### config.mk
export PLATFORM = sky130hd
export DESIGN_NAME = sevenseg_scanner
export DESIGN_NICKNAME = d
export VERILOG_FILES = /design/src/rtl/sevenseg_scanner.sv
export SDC_FILE = /design/constraint.sdc
export NUM_CORES = 1
export LEC_CHECK = 0
export CAP_MARGIN = 10
export CORE_ASPECT_RATIO = 1.1
export CORE_MARGIN = 5
export CORE_UTILIZATION = 45
export DETAILED_ROUTE_END_ITERATION = 10
export MAX_ROUTING_LAYER = met4
export PLACE_DENSITY_LB_ADDON = 0.25
export SYNTH_ARGS = -nofsm -noshare
export SYNTH_HDL_FRONTEND = slang
export SYNTH_SLANG_ARGS = --single-unit
### constraint.sdc
create_clock -name clk -period 3.1 [get_ports clk]
set_clock_uncertainty 0.05 [all_clocks]
set_input_delay 0.775 -clock clk [delete_from_list [all_inputs] [get_ports clk]]
set_output_delay 0.775 -clock clk [all_outputs]
set_load 0.005 [all_outputs]
### src/rtl/sevenseg_scanner.sv
// Eight-digit multiplexed seven-segment scanner with per-frame input snapshot,
// anti-ghosting blank window and registered active-low outputs.
module sevenseg_scanner #(
    parameter int unsigned DIGIT_CYCLES = 100000,
    parameter int unsigned BLANK_CYCLES = 1000
) (
    input  logic        clk,
    input  logic        resetn,
    input  logic [31:0] display,
    input  logic [7:0]  digit_enable,
    input  logic [7:0]  dp,
    output logic [7:0]  anode,
    output logic [6:0]  seg,
    output logic        seg_dp,
    output logic        frame_tick
);

    localparam int unsigned CW = $clog2(DIGIT_CYCLES);
    localparam logic [CW-1:0] CNT_LAST  = CW'(DIGIT_CYCLES - 1);
    localparam logic [CW-1:0] CNT_BLANK = CW'(BLANK_CYCLES);

    logic [CW-1:0] cnt_q, cnt_d;
    logic [2:0]    idx_q, idx_d;
    logic          load_pending_q, load_pending_d;
    logic [31:0]   sh_disp_q, sh_disp_d;
    logic [7:0]    sh_de_q, sh_de_d;
    logic [7:0]    sh_dp_q, sh_dp_d;
    logic [7:0]    anode_q, anode_d;
    logic [6:0]    seg_q, seg_d;
    logic          seg_dp_q, seg_dp_d;
    logic          frame_tick_q, frame_tick_d;

    logic          cnt_wrap;
    logic          load;
    logic [3:0]    nibble;

    function automatic logic [6:0] hex7(input logic [3:0] v);
        logic [6:0] s;
        case (v)
            4'h0: s = 7'h3F;
            4'h1: s = 7'h06;
            4'h2: s = 7'h5B;
            4'h3: s = 7'h4F;
            4'h4: s = 7'h66;
            4'h5: s = 7'h6D;
            4'h6: s = 7'h7D;
            4'h7: s = 7'h07;
            4'h8: s = 7'h7F;
            4'h9: s = 7'h6F;
            4'hA: s = 7'h77;
            4'hB: s = 7'h7C;
            4'hC: s = 7'h39;
            4'hD: s = 7'h5E;
            4'hE: s = 7'h79;
            default: s = 7'h71;
        endcase
        return s;
    endfunction

    always_comb begin
        cnt_wrap = (cnt_q == CNT_LAST);
        // Snapshot at the last cycle of slot 7 so the new frame starts with fresh shadows.
        load     = load_pending_q | (cnt_wrap & (idx_q == 3'd7));

        cnt_d          = cnt_wrap ? '0 : cnt_q + CW'(1);
        idx_d          = cnt_wrap ? idx_q + 3'd1 : idx_q;
        load_pending_d = load_pending_q & ~load;
        sh_disp_d      = load ? display      : sh_disp_q;
        sh_de_d        = load ? digit_enable : sh_de_q;
        sh_dp_d        = load ? dp           : sh_dp_q;
        frame_tick_d   = load;

        nibble   = sh_disp_q[{idx_q, 2'b00} +: 4];
        anode_d  = '1;
        seg_d    = '1;
        seg_dp_d = 1'b1;
        if (cnt_q >= CNT_BLANK) begin
            if (sh_de_q[idx_q] | sh_dp_q[idx_q])
                anode_d = ~(8'h01 << idx_q);
            if (sh_de_q[idx_q])
                seg_d = ~hex7(nibble);
            seg_dp_d = ~sh_dp_q[idx_q];
        end
    end

    always_ff @(posedge clk) begin
        if (!resetn) begin
            cnt_q          <= '0;
            idx_q          <= '0;
            load_pending_q <= 1'b1;
            sh_disp_q      <= '0;
            sh_de_q        <= '0;
            sh_dp_q        <= '0;
            anode_q        <= '1;
            seg_q          <= '1;
            seg_dp_q       <= 1'b1;
            frame_tick_q   <= 1'b0;
        end else begin
            cnt_q          <= cnt_d;
            idx_q          <= idx_d;
            load_pending_q <= load_pending_d;
            sh_disp_q      <= sh_disp_d;
            sh_de_q        <= sh_de_d;
            sh_dp_q        <= sh_dp_d;
            anode_q        <= anode_d;
            seg_q          <= seg_d;
            seg_dp_q       <= seg_dp_d;
            frame_tick_q   <= frame_tick_d;
        end
    end

    assign anode      = anode_q;
    assign seg        = seg_q;
    assign seg_dp     = seg_dp_q;
    assign frame_tick = frame_tick_q;

endmodule

==> flow_summary.ini <==
[outcome]
status = finished, final reports clean

[timing]
slew_headroom = 0.573
tns_ps = 0
rsz0062_at_grt = no
tightest_slew_ps = 640
finalHoldViolCount = 0
fmax_mhz = 415
setup_viol = 0
fin_crit_sh = 0.778
maxSlewViolCount = 0
period_needed_ps = 2410

[yosys]
yosys_warnings = 0
synth.distinct_cells = 40
synth_edf_count = 0
ys.flop_type = dfxtp_1
yosysSeqAreaShare = 0.462
async_reset_ff_frac = 0
netlist_area_um2 = 3720
yosys_register_bits = 86
syn_inst = 404
syn_nets = 468
synth_area_per_cell_um2 = 9.22

[detailed_routing]
drt_iter0_markers = 138
via_count = 2948
antenna_left = 0
drtPass1Iterations = 4
vias_per_cell = 5.12
drcViolationCount = 0
wl_per_cell_um = 13.2
wl_um = 7600

[clock_tree]
clk_latency_ps = 350
clock_path_buffers = 2
post_cts_buffers = 0
cts_tree = yes
clkSlewWorstSetupHoldPaths_ps = 80
cts_root_buf = clkbuf_8
cts_hold_buffers = 0
cts-resized-gates = 0
numCtsBuffers = 9
cts_max_level = 3
cts.sinks = 86

[global_route]
grt_max_degree = 55
antenna_found_initial = 0
gr-usage-all-layers = 0.158
grt_pass1_vias = 2847
grt_overflow = 0
grt_pass1_wl_um = 13200

[setup_path]
worst-path-buf-inv = 1
crit_path_max_incr_delay_ps = 740
cp-end-kind = register
crit_required_ps = 3250
ff2ff_path_depth = 8
critPathLaunchType = register
cp.arrival_ps = 2560
crit_path_max_fanout = 16
cp_top_family = flip-flops
regToRegEndpoint = seg[3]
r2r_start = idx_q[1]
rrSetupSlack_ps = 690
crit_chain = mux4_1 > nand2_1 > and2_1 > inv_1 > ha_1 > mux2_2 > nor2_1 > o21ai_0
slowest_stage = dfxtp_1
worstSetupPathType = reg2reg

[cells_and_area]
most-common-layout-cells = nand2_1, dfxtp_1, clkdlybuf4s50_1
final_common_cell = nand2_1
layout.nets = 528
drive_gt1_frac = 0.0684
area_growth_pct = 24.3
fin_util = 0.579
finish.instance_area_um2 = 4630
n_antenna_cell = 0

[power]
p_leak_nw = 1.82
power.share.clock = 0.353
netSwitchingFraction = 0.231
p_total_mw = 2.10
p_comb_frac = 0.094
power_density_nw_per_um2 = 454
power_frac_seq = 0.553
p_int_mw = 1.62
netSwitchingPower_mw = 0.485
ir_drop_uv = 243

[floorplanning]
dieArea_um2 = 10200
core_area_um2 = 8000
start_util = 0.466
chipHeight_um = 105
io_pins = 67
rows = 34
fp.dieW_um = 96.7

[place]
dpl_cell_area_um2 = 4450
place_congestion = 0.749
dpl.hpwl_um = 5400
port_buffers = 66

[flow_run]
drv_cap = 0

[worst_hold_path]
holdPathStages = 2
min_from = sh_disp_q[19]
min_path_type = reg2reg
min_to = sh_disp_q[19]
==> synth_stat cells, types with 2 or more instances <==
cell,count,area [um^2]
nand2b_1,3,18.8
dfxtp_1,86,1720
ha_1,14,175
or2_2,2,12.5
nor2_1,20,75.1
o211ai_1,2,15.0
and2_1,2,12.5
nor3_1,3,15.0
xor2_1,9,78.8
a21oi_1,52,260
mux4_2,2,45.0
inv_1,9,33.8
o21ai_0,4,20.0
buf_2,9,45.0
or3_1,3,18.8
o221ai_1,2,17.5
mux4_1,10,263
mux2_4,2,30.0
and3_1,2,12.5
nand2_1,106,398
buf_6,2,22.5
buf_4,3,22.5
nor4_1,2,12.5
xnor2_1,5,43.8
nand4_1,4,25.0
nand3_1,14,70.1
and4_1,3,26.3
mux2i_1,8,80.1
clkbuf_1,9,33.8
mux2_2,2,22.5
==> worst max-delay path by stage <==
| stage | startpoint | slack (ps) | endpoint | depth (start not counted) |
|---|---|---|---|---|
| after floorplan | idx_q[0] | 810 | seg[3] | 10 |
| after global placement | idx_q[1] | 700 | seg[4] | 5 |
| after detailed placement | idx_q[1] | 660 | seg[0] | 6 |
| after CTS | idx_q[1] | 670 | seg[0] | 6 |
| after global routing | idx_q[1] | 410 | seg[6] | 5 |
| final | idx_q[1] | 690 | seg[3] | 8 |
==> power groups by stage <==
stage / combinational [mW] / sequential (mW) / clock [mW]
finish: 0.197 / 1.16 / 0.744
global route: 0.220 / 1.17 / 0.809
CTS: 0.199 / 1.16 / 0.763
detailed placement: 0.198 / 1.19 / 0
global placement: 0.195 / 1.19 / 0
floorplan: 0.110 / 1.18 / 0
==> logic make-up after synthesis <==
group / synth area share
muxes: 0.118
DFF: 0.462
AOI/OAI and AO/OA: 0.101
adders and majority gates: 0.0470
buffers and inverters: 0.0487
and+or+nand+nor: 0.189
xor gates and xnor gates: 0.0329
==> tightest hold or removal path: stages, from the launching register on <==
cell and delay, ps:
dfxtp_1 310, nand2_1 50, a21oi_1 50
==> cell type report <==
| type | count | area [um^2] |
|---|---|---|
| inverters | 10 | 37.5 |
| flip-flops and latches | 86 | 1720 |
| multi-input cells | 284 | 1830 |
| clock inverters | 4 | 48.8 |
| fillers | 754 | 3370 |
| well taps | 108 | 135 |
| repair buffers | 73 | 726 |
| clock buffers | 11 | 131 |
==> per-layer routing <==
metal	wire (um)	track usage	share of wire
met5	0	-	0
met4	83	0.0361	0.011
met3	399	0.0476	0.052
met2	3660	0.250	0.48
met1	3460	0.199	0.46
==> through the flow <==
stage                     hold slack (ps)  std cells  setup slack, ps
final                                 400        576              689
after global routing                  416        576              406
after CTS                             402        576              672
after detailed placement              391        561              658
after global placement                385        561              697
after floorplan                       372        404              815
==> state kept, by name, summed over array words and instances (netlist names) <==
signal / flops
anode: 8
cnt_q: 17
frame_tick: 1
idx_q: 3
load_pending_q: 1
seg: 7
seg_dp: 1
sh_de_q: 8
sh_disp_q: 32
sh_dp_q: 8
Power figures use the tool's default switching activity.
